==> config.mk <==
export PLATFORM = sky130hd
export DESIGN_NAME = baby_wb_loader
export DESIGN_NICKNAME = d
export VERILOG_FILES = /design/src/rtl/baby_wb_pkg.sv /design/src/rtl/baby_cycle_counter.sv /design/src/rtl/baby_wb_loader.sv
export SDC_FILE = /design/constraint.sdc
export NUM_CORES = 1
export LEC_CHECK = 0
export ABC_CLOCK_PERIOD_IN_PS = 4900
export CAP_MARGIN = 20
export CELL_PAD_IN_SITES_DETAIL_PLACEMENT = 1
export CELL_PAD_IN_SITES_GLOBAL_PLACEMENT = 2
export CORE_MARGIN = 4
export CORE_UTILIZATION = 30
export CTS_CLUSTER_DIAMETER = 30
export DETAILED_ROUTE_END_ITERATION = 10
export PLACE_DENSITY = 0.78
export SLEW_MARGIN = 0
export SYNTH_ARGS = -nofsm -noshare
export SYNTH_HDL_FRONTEND = slang
export SYNTH_SLANG_ARGS = --single-unit
==> constraint.sdc <==
create_clock -name wb_clk_i -period 4.9 [get_ports wb_clk_i]
set_input_delay 0.98 -clock wb_clk_i [delete_from_list [all_inputs] [get_ports wb_clk_i]]
set_output_delay 0.98 -clock wb_clk_i [all_outputs]
set_load 0.03 [all_outputs]
==> src/rtl/baby_wb_pkg.sv <==
`default_nettype none
// ============================================================================
// Module : baby_wb_pkg
// Shared register map, bit positions, FSM encoding and byte-merge helper.
// Rev    : 1.0
// ============================================================================
package baby_wb_pkg;

  localparam logic [31:0] BASE_ADDR_DEFAULT = 32'h3000_0000;

  localparam logic [7:0] OFF_CTRL   = 8'h00;
  localparam logic [7:0] OFF_STATUS = 8'h04;
  localparam logic [7:0] OFF_CYCLES = 8'h08;

  localparam int CTRL_RUN_BIT    = 0;
  localparam int CTRL_IRQ_EN_BIT = 1;
  localparam int STAT_STOP_BIT   = 0;
  localparam int STAT_HALTED_BIT = 1;
  localparam int STAT_VIOL_BIT   = 2;

  typedef enum logic [2:0] {
    ST_IDLE    = 3'd0,
    ST_REG_ACK = 3'd1,
    ST_RAM_RD  = 3'd2,
    ST_RAM_CAP = 3'd3,
    ST_RAM_WR  = 3'd4,
    ST_ACK     = 3'd5
  } state_t;

  function automatic logic [31:0] merge_bytes(input logic [31:0] old_w,
                                              input logic [31:0] new_w,
                                              input logic [3:0]  sel);
    logic [31:0] res;
    res = old_w;
    for (int i = 0; i < 4; i++) begin
      if (sel[i]) res[8*i +: 8] = new_w[8*i +: 8];
    end
    return res;
  endfunction

endpackage
`default_nettype wire

==> src/rtl/baby_cycle_counter.sv <==
`default_nettype none
// ============================================================================
// Module : baby_cycle_counter
// Saturating up-counter; clear has priority over enable.
// Rev    : 1.0
// ============================================================================
module baby_cycle_counter #(
  parameter int WIDTH = 32
) (
  input  logic             clk,
  input  logic             rst_n,
  input  logic             i_clr,
  input  logic             i_en,
  output logic [WIDTH-1:0] o_count
);

  logic [WIDTH-1:0] r_count;

  always_ff @(posedge clk or negedge rst_n) begin
    if (!rst_n) begin
      r_count <= '0;
    end else if (i_clr) begin
      r_count <= '0;
    end else if (i_en && (r_count != {WIDTH{1'b1}})) begin
      r_count <= r_count + 1'b1;
    end
  end

  assign o_count = r_count;

endmodule
`default_nettype wire

==> src/rtl/baby_wb_loader.sv <==
`default_nettype none
// ============================================================================
// Module : baby_wb_loader
// Wishbone window for loading/inspecting the Baby core RAM and run control.
// Rev    : 1.0
// ============================================================================
module baby_wb_loader
  import baby_wb_pkg::*;
#(
  parameter logic [31:0] BASE_ADDR = BASE_ADDR_DEFAULT
) (
  input  logic        wb_clk_i,
  input  logic        wb_rst_ni,
  input  logic        wbs_stb_i,
  input  logic        wbs_cyc_i,
  input  logic        wbs_we_i,
  input  logic [3:0]  wbs_sel_i,
  input  logic [31:0] wbs_adr_i,
  input  logic [31:0] wbs_dat_i,
  output logic        wbs_ack_o,
  output logic [31:0] wbs_dat_o,
  output logic        baby_reset_o,
  input  logic        stop_lamp_i,
  output logic        ram_sel_o,
  output logic [4:0]  ram_addr_o,
  output logic [31:0] ram_data_o,
  output logic        ram_we_o,
  input  logic [31:0] ram_data_i,
  output logic        irq_o
);

  state_t      r_state, w_state_nxt;
  logic        w_hit, w_ram_win, w_accept, w_full_wr;
  logic [7:0]  w_off;
  logic        w_reg_wr, w_ctrl_wr, w_stat_wr;
  logic        w_run_nxt, w_halt_set, w_viol_set;
  logic        w_cyc_clr, w_cyc_en;
  logic [31:0] w_cycles, w_reg_rdata;
  logic        w_unused;

  logic        r_run, r_irq_en, r_halted, r_viol, r_stop_q, r_irq;
  logic        r_ram_sel, r_baby_rst;
  logic        r_is_wr;
  logic [3:0]  r_wsel;
  logic [31:0] r_wdata, r_rdata, r_ram_data;
  logic [4:0]  r_ram_addr;

  assign w_unused  = &{1'b0, wbs_adr_i[1:0]};
  assign w_off     = wbs_adr_i[7:0];
  assign w_hit     = wbs_cyc_i & wbs_stb_i & (wbs_adr_i[31:8] == BASE_ADDR[31:8]);
  assign w_ram_win = w_off[7];
  assign w_accept  = (r_state == ST_IDLE) & w_hit;
  assign w_full_wr = wbs_we_i & (wbs_sel_i == 4'hF);

  always_ff @(posedge wb_clk_i or negedge wb_rst_ni) begin
    if (!wb_rst_ni) r_state <= ST_IDLE;
    else            r_state <= w_state_nxt;
  end

  // RAM traffic is only routed to the RAM states while the core is stopped.
  always_comb begin
    w_state_nxt = r_state;
    wbs_ack_o   = 1'b0;
    ram_we_o    = 1'b0;
    case (r_state)
      ST_IDLE: begin
        if (w_accept) begin
          if (w_ram_win && !r_run) w_state_nxt = w_full_wr ? ST_RAM_WR : ST_RAM_RD;
          else                     w_state_nxt = ST_REG_ACK;
        end
      end
      ST_RAM_RD:  w_state_nxt = ST_RAM_CAP;
      ST_RAM_CAP: w_state_nxt = r_is_wr ? ST_RAM_WR : ST_ACK;
      ST_RAM_WR: begin
        ram_we_o    = ~r_run;
        w_state_nxt = ST_ACK;
      end
      ST_REG_ACK, ST_ACK: begin
        wbs_ack_o   = wbs_cyc_i;
        w_state_nxt = ST_IDLE;
      end
      default: w_state_nxt = ST_IDLE;
    endcase
  end

  assign wbs_dat_o = wbs_ack_o ? r_rdata : 32'h0;

  always_comb begin
    w_reg_rdata = 32'h0;
    case (w_off)
      OFF_CTRL: begin
        w_reg_rdata[CTRL_RUN_BIT]    = r_run;
        w_reg_rdata[CTRL_IRQ_EN_BIT] = r_irq_en;
      end
      OFF_STATUS: begin
        w_reg_rdata[STAT_STOP_BIT]   = stop_lamp_i;
        w_reg_rdata[STAT_HALTED_BIT] = r_halted;
        w_reg_rdata[STAT_VIOL_BIT]   = r_viol;
      end
      OFF_CYCLES: w_reg_rdata = w_cycles;
      default:    w_reg_rdata = 32'h0;
    endcase
  end

  assign w_reg_wr   = w_accept & wbs_we_i & ~w_ram_win & wbs_sel_i[0];
  assign w_ctrl_wr  = w_reg_wr & (w_off == OFF_CTRL);
  assign w_stat_wr  = w_reg_wr & (w_off == OFF_STATUS);
  assign w_run_nxt  = w_ctrl_wr ? wbs_dat_i[CTRL_RUN_BIT] : r_run;
  assign w_halt_set = r_run & stop_lamp_i & ~r_stop_q;
  assign w_viol_set = w_accept & w_ram_win & r_run;
  assign w_cyc_clr  = w_run_nxt & ~r_run;
  assign w_cyc_en   = r_run & ~stop_lamp_i;

  // Set terms are OR'd after the W1C mask so a same-cycle event wins.
  always_ff @(posedge wb_clk_i or negedge wb_rst_ni) begin
    if (!wb_rst_ni) begin
      r_run      <= 1'b0;
      r_irq_en   <= 1'b0;
      r_halted   <= 1'b0;
      r_viol     <= 1'b0;
      r_stop_q   <= 1'b0;
      r_irq      <= 1'b0;
      r_ram_sel  <= 1'b1;
      r_baby_rst <= 1'b1;
    end else begin
      r_run      <= w_run_nxt;
      if (w_ctrl_wr) r_irq_en <= wbs_dat_i[CTRL_IRQ_EN_BIT];
      r_halted   <= w_halt_set | (r_halted & ~(w_stat_wr & wbs_dat_i[STAT_HALTED_BIT]));
      r_viol     <= w_viol_set | (r_viol & ~(w_stat_wr & wbs_dat_i[STAT_VIOL_BIT]));
      r_stop_q   <= stop_lamp_i;
      r_irq      <= r_halted & r_irq_en;
      r_ram_sel  <= ~w_run_nxt;
      r_baby_rst <= ~w_run_nxt;
    end
  end

  always_ff @(posedge wb_clk_i or negedge wb_rst_ni) begin
    if (!wb_rst_ni) begin
      r_rdata    <= 32'h0;
      r_ram_addr <= 5'd0;
      r_ram_data <= 32'h0;
      r_wdata    <= 32'h0;
      r_wsel     <= 4'h0;
      r_is_wr    <= 1'b0;
    end else begin
      if (w_accept) begin
        r_rdata <= 32'h0;
        if (w_ram_win) begin
          if (!r_run) begin
            r_ram_addr <= wbs_adr_i[6:2];
            r_is_wr    <= wbs_we_i;
            r_wdata    <= wbs_dat_i;
            r_wsel     <= wbs_sel_i;
            if (w_full_wr) r_ram_data <= wbs_dat_i;
          end
        end else if (!wbs_we_i) begin
          r_rdata <= w_reg_rdata;
        end
      end
      if (r_state == ST_RAM_CAP) begin
        if (r_is_wr) r_ram_data <= merge_bytes(ram_data_i, r_wdata, r_wsel);
        else         r_rdata    <= ram_data_i;
      end
    end
  end

  baby_cycle_counter #(
    .WIDTH(32)
  ) u_cycles (
    .clk     (wb_clk_i),
    .rst_n   (wb_rst_ni),
    .i_clr   (w_cyc_clr),
    .i_en    (w_cyc_en),
    .o_count (w_cycles)
  );

  assign ram_sel_o    = r_ram_sel;
  assign baby_reset_o = r_baby_rst;
  assign ram_addr_o   = r_ram_addr;
  assign ram_data_o   = r_ram_data;
  assign irq_o        = r_irq;

endmodule
`default_nettype wire
==> results of run 1 <==
==> worst max-delay path by stage <==
stage | startpoint | to | cells past startpoint
after floorplan | wbs_cyc_i | wbs_dat_o[22] | 3
after global placement | wbs_cyc_i | wbs_dat_o[1] | 5
after detailed placement | wbs_cyc_i | wbs_dat_o[1] | 5
after CTS | wbs_cyc_i | wbs_dat_o[1] | 5
after global routing | wbs_cyc_i | wbs_dat_o[1] | 5
final | wbs_cyc_i | wbs_dat_o[1] | 5
==> worst max-delay path: cells and delay by family <==
family / cells / cell delay [ns]
buf+inv: 3 / 1.39
simple gates: 2 / 0.63
==> cells in the mapped netlist (all sizes together), types with 2 or more instances <==
cell and instances:
a2111oi 2, nor2 22, or4 4, a21oi 49
nand4 11, xor2 5, nand2b 4, dfrtp 147
and3 11, and4b 3, a31oi 4, buf 23
or3 14, a21o 29, a211oi 33, nand2 88
and2 36, o31ai 8, clkbuf 25, o21ai 46
nor3 3, xnor2 4, mux2i 39, mux2 44
and4 11, nor2b 35, nand3 21, nand4b 3
nor4 7, or2 2, inv 4, o211ai 3
==> logic make-up (layout without fill, tap and decap cells) <==
group                      after synthesis  after routing
and+or+nand+nor                        279            279
xor gates and xnor gates                 9              9
adders and majority gates                1              1
DFF                                    148            148
buffers and inverters                   52            223
muxes                                   83             83
AOI/OAI and AO/OA                      181            181
==> per-layer routing <==
metal | vias up | routed length (µm) | track usage (%)
met5 | - | 0 | 0
met4 | 0 | 355 | 4.34
met3 | 20 | 599 | 2.31
met2 | 107 | 11700 | 28.6
met1 | 3062 | 11900 | 24.8
li1 | 3057 | - | -
==> registers in the layout, indices dropped and copies added, names as in the netlist, 3 cells and up <==
register and cells:
r_rdata 32, r_wdata 32, ram_data_o 32, u_cycles.o_count 32, ram_addr_o 5, r_wsel 4, r_state 3
==> report_power, final <==
group          leakage (nW)  switching [mW]  total (mW)  internal [mW]
logic                  2.10           0.105       0.223          0.118
clock network         0.290           0.588        1.31          0.724
registers              1.82         0.00807        1.24           1.24
==> metrics by stage <==
step | worst slack, ns | hold WS (ns) | total power [mW] | cells | util, %
2_1_floorplan | 1.93 | 0.393 | 1.32 | 753 | -
5_1_grt | 0.765 | 0.430 | 2.90 | 1254 | 40.9
3_3_place_gp | 0.910 | 0.407 | 1.49 | 1222 | 38.6
6_report | 0.922 | 0.416 | 2.78 | 1254 | 40.9
3_5_place_dp | 0.863 | 0.409 | 1.49 | 1222 | 38.6
4_1_cts | 0.863 | 0.421 | 2.82 | 1254 | 40.9
==> cell type report <==
type                            instances  area, µm²
Inverter                                4       15.0
Sequential cell                       148       3700
Clock inverter                         15        156
Fill cell                            2848      14800
Clock buffer                           17        425
Tap cell                              330        413
Multi-Input combinational cell        553       3680
Timing Repair Buffer                  187       1880
==> metrics.cfg, run 1 <==
[route]
ant_nets=0
avgRoutedWirePerCell_um=19.6
route.detailed.drc=0
wirelength_um=24600
routed_via_density=4.98
vias=6246
dr.pass1.iters=4
drt_iter0_drc=310

[grt]
grt_use_total_pct=17.5
grt_max_degree=97
grt_pass1_vias=6539
grt_pass1_wl_um=38900
antenna_found_initial=0
grt-ovfl-total=0

[finish]
layout_common_cells=clkdlybuf4s50_1, dfrtp_1, nand2_1
layout_commonest_cell=clkdlybuf4s50_1
area_growth_pct=34.2
drive_gt1_share_pct=10.8
fin_nets=1018
antenna-diode-count=0
fin_area_um2=10300

[synthesis]
ys_ff_latch=148
synth_xor_area_share_pct=1.03
yosys_warnings=0
ys_dominant_reg_cell=dfrtp_1
synth_top_family_by_area=simple AND/OR/NAND/NOR gates
syn_area_um2=7650
syn_inst=753
synth_area_leaders=dfrtp_1, mux2_2, mux2i_1
synth-seq-area-share_pct=48.4
ys_async_sr_fraction_pct=100
synth_edf_count=0
synth.top_cell.area_share_pct=48.1
yosys.area.top_type=dfrtp_1
synth-simple-area-share_pct=20.3
syn_nets=860
yosys.cell_types.count=57
syn_area_per_cell_um2=10.2
synthMuxAreaShare_pct=11.6
synth_compound_area_share_pct=14.8
synth_fa_ha_area_share_pct=0.163

[clock_network]
postCtsHoldBufs=0
cts-root-buf=clkbuf_16
worst_skew_pair.late_latency_ns=0.42
htreeDepth=4
cts_setup_buffers=0
cts.clk_slew.worst_paths_ns=0.07
numClockSinks=148
cts_buffers=17
ctsResizeCount=0
cts.path.max_buffers=2
cts_tree=yes

[sta]
worst_clock_skew_ns=0.0114
max_freq_mhz=251
relSlewSlack_pct=33.2
worst_pin_slew_ns=0.993
slew_violations=0
rsz0062_at_grt=no
setup_viol=0
setup-tns-final_ns=0
hold_violations=0
period_needed_ns=3.98
fin_crit_sh_pct=81.2

[pwr]
p_leak_nw=4.21
pwr_density_cell_nw_per_um2=271
ir_worst_vdd_uv=184

[critical_path]
r2r_slack_ns=2.28
max_stage_delay_ns=0.69
cp.arrival_ns=3.00
r2r_cells=5
reg2reg_to=r_wdata[28]$_DFFE_PN0P_
worst_path_most_repeated_cell=clkdlybuf4s50_1
start_kind=input pin
critPathMaxFanout=22
rr_startpoint=r_state[2]$_DFFE_PN0P_
critical_path_class=input pin to output port
cp-end-kind=output port
critPathSlowestCell=clkdlybuf4s50_1
crit_required_ns=3.92
crit_chain=clkdlybuf4s50_1 > and3_1 > buf_12 > and2_1 > clkdlybuf4s50_1

[die]
ios=180
initial_utilization_pct=30.5
core-area_um2=25100
die_width_um=168
die_h_um=168
die_area_um2=28100
row_count=58

[run_status]
status=complete, no violations

[place]
place_area_um2=9690
portBuffers=179
gp_congestion=0.807
dp_hpwl_um=18300

[hold_path]
hold_depth=1
worstHoldStart=r_stop_q$_DFF_PN0_
hold_class=register to register
min_to=r_halted$_DFF_PN0_

[flow_run]
max_cap_viol_count=0

Power figures use the tool's default switching activity.
==> inputs of run 2 (changes only) <==
--- a/config.mk
+++ b/config.mk
@@ -5,15 +5,15 @@
 export SDC_FILE = /design/constraint.sdc
 export NUM_CORES = 1
 export LEC_CHECK = 0
-export ABC_CLOCK_PERIOD_IN_PS = 4900
+export ABC_CLOCK_PERIOD_IN_PS = 3450
 export CAP_MARGIN = 20
 export CELL_PAD_IN_SITES_DETAIL_PLACEMENT = 1
 export CELL_PAD_IN_SITES_GLOBAL_PLACEMENT = 2
 export CORE_MARGIN = 4
-export CORE_UTILIZATION = 30
+export CORE_UTILIZATION = 28
 export CTS_CLUSTER_DIAMETER = 30
 export DETAILED_ROUTE_END_ITERATION = 10
-export PLACE_DENSITY = 0.78
+export PLACE_DENSITY = 0.76
 export SLEW_MARGIN = 0
 export SYNTH_ARGS = -nofsm -noshare
 export SYNTH_HDL_FRONTEND = slang
==> constraint.sdc (replaced) <==
create_clock -name wb_clk_i -period 3.45 [get_ports wb_clk_i]
set_input_delay 0.69 -clock wb_clk_i [delete_from_list [all_inputs] [get_ports wb_clk_i]]
set_output_delay 0.69 -clock wb_clk_i [all_outputs]
set_load 0.03 [all_outputs]
==> metrics.cfg, run 2 (synthesized netlist as in run 1, its figures left out) <==
[die]
core-area_um2=27000
initial_utilization_pct=28.4
ios=180
die_area_um2=30000
row_count=60
die_h_um=173
die_width_um=173

[critical_path]
start_kind=input pin
crit_chain=clkdlybuf4s50_1 > nor4bb_1 > nand3_1 > nor4_1 > nand4_1 > mux2_2
cp-end-kind=register
crit_required_ns=3.76
r2r_cells=5
r2r_slack_ns=1.02
critical_path_class=input pin to register
cp-endpoint=r_irq_en$_DFFE_PN0N_
cp_num_buf_inv=1
rr_startpoint=r_state[0]$_DFFE_PN0P_
max_stage_delay_ns=0.59
critPathSlowestCell=nor4_1
cp.arrival_ns=3.08
cp_top_family=simple AND/OR/NAND/NOR gates
cp.depth=6
critPathMaxFanout=5
crit_start=wbs_adr_i[29]
reg2reg_to=r_wsel[2]$_DFFE_PN0P_

[sta]
slew_violations=0
fin_crit_sh_pct=80.1
setup-tns-final_ns=0
rsz0062_at_grt=no
period_needed_ns=2.76
worst_pin_slew_ns=0.739
hold_ws_ns=0.284
setup_viol=0
worst_clock_skew_ns=0.0210
hold_violations=0
max_freq_mhz=362
relSlewSlack_pct=50.1

[finish]
layout_commonest_cell=dfrtp_1
drive_gt1_share_pct=15.1
fin_nets=1026
antenna-diode-count=0
area_growth_pct=38.1
layout_common_cells=dfrtp_1, clkdlybuf4s50_1, nand2_1

[clock_network]
cts_buffers=17
postCtsHoldBufs=0
worst_skew_pair.late_latency_ns=0.44
cts-root-buf=clkbuf_16
cts.clk_slew.worst_paths_ns=0.06
cts_setup_buffers=0
cts_tree=yes
htreeDepth=4
cts.path.max_buffers=2
numClockSinks=148
ctsResizeCount=0

[grt]
grt_pass1_vias=6536
grt_max_degree=71
antenna_found_initial=0
grt_use_total_pct=16.5
grt-ovfl-total=0
grt_pass1_wl_um=39500

[pwr]
power_frac_seq_pct=44.3
p_leak_nw=4.38
clkPwrFrac_pct=47.7
net-switching-power_mw=0.954
pwr-share-comb_pct=8.0
internal-power_mw=3.04
pwr_density_cell_nw_per_um2=378
switching_share_pct=23.9
ir_worst_vdd_uv=333

[flow_run]
max_cap_viol_count=0

[route]
drt_iter0_drc=405
route.detailed.drc=0
routed_via_density=4.93
avgRoutedWirePerCell_um=19.6
dr.pass1.iters=4
ant_nets=0
vias=6280
wirelength_um=24900

[place]
dp_hpwl_um=18300
portBuffers=179
gp_congestion=0.801

[run_status]
status=complete, no violations

[hold_path]
hold_class=input pin to async pin

## run 2: cell count changes in the layout (fill, tap and decap cells not counted), sizes merged
| cell | before | now |
|---|---|---|
| inv | 15 | 8 |
| buf | 9 | 50 |
| clkbuf | 17 | 19 |
| bufinv | 1 | 2 |
| clkinv | 3 | 6 |
| clkdlybuf4s50 | 178 | 145 |
| clkinvlp | 0 | 1 |
## run 2: how the worst min path moves through the flow
stage | cells past startpoint | startpoint | slack, ns | to
detailed placement | 1 | r_stop_q$_DFF_PN0_ | 0.41 | r_halted$_DFF_PN0_
CTS | 1 | wb_rst_ni | 0.31 | ram_data_o[27]$_DFF_PN0_
global route | 1 | wb_rst_ni | 0.32 | ram_data_o[27]$_DFF_PN0_
finish | 1 | wb_rst_ni | 0.28 | ram_data_o[27]$_DFF_PN0_
floorplan | 0 | wb_rst_ni | 0.39 | irq_o$_DFF_PN0_
global placement | 1 | r_stop_q$_DFF_PN0_ | 0.40 | r_halted$_DFF_PN0_
## run 2: per-stage QoR
step	instance area [µm²]	setup slack, ns	instances	total power [mW]	utilization [%]
6_report	10600	0.686	1273	3.99	39.2
5_1_grt	10600	0.597	1273	4.15	39.2
4_1_cts	10600	0.711	1273	4.05	39.2
3_5_place_dp	9970	0.329	1241	2.12	37.0
3_3_place_gp	9970	0.450	1241	2.12	37.0
2_1_floorplan	7650	1.06	753	1.88	-
## run 2: layout make-up
cell class | instances | area (µm²)
multi-input cells | 553 | 3680
fillers | 2933 | 16400
clock buffers | 19 | 453
well taps | 341 | 427
flip-flops and latches | 148 | 3700
clock inverters | 13 | 148
repair buffers | 195 | 2140
inverters | 4 | 15.0
## run 2: worst register-to-register path: stages, from the launching register on
cell     delay [ns]
dfrtp_1        0.49
or3_4          0.46
and4b_1        0.37
and4b_2        0.34
buf_12         0.25
mux2_2         0.42
## run 2: metal layers
metal	GRT usage [%]	up-vias	wire length (µm)	part of all wire, %
li1	-	3055	-	-
met1	23.5	3091	12100	48
met4	4.46	0	305	1.2
met5	0	-	0	0
met2	26.1	115	11700	47
met3	2.44	19	830	3.3
## run 2: power groups by stage
| stage | registers [mW] | logic (mW) | clock network (mW) |
|---|---|---|---|
| after floorplan | 1.84 | 0.0441 | 0 |
| after global placement | 1.80 | 0.322 | 0 |
| after detailed placement | 1.80 | 0.323 | 0 |
| after CTS | 1.77 | 0.325 | 1.96 |
| after global routing | 1.77 | 0.345 | 2.04 |
| final | 1.77 | 0.320 | 1.91 |
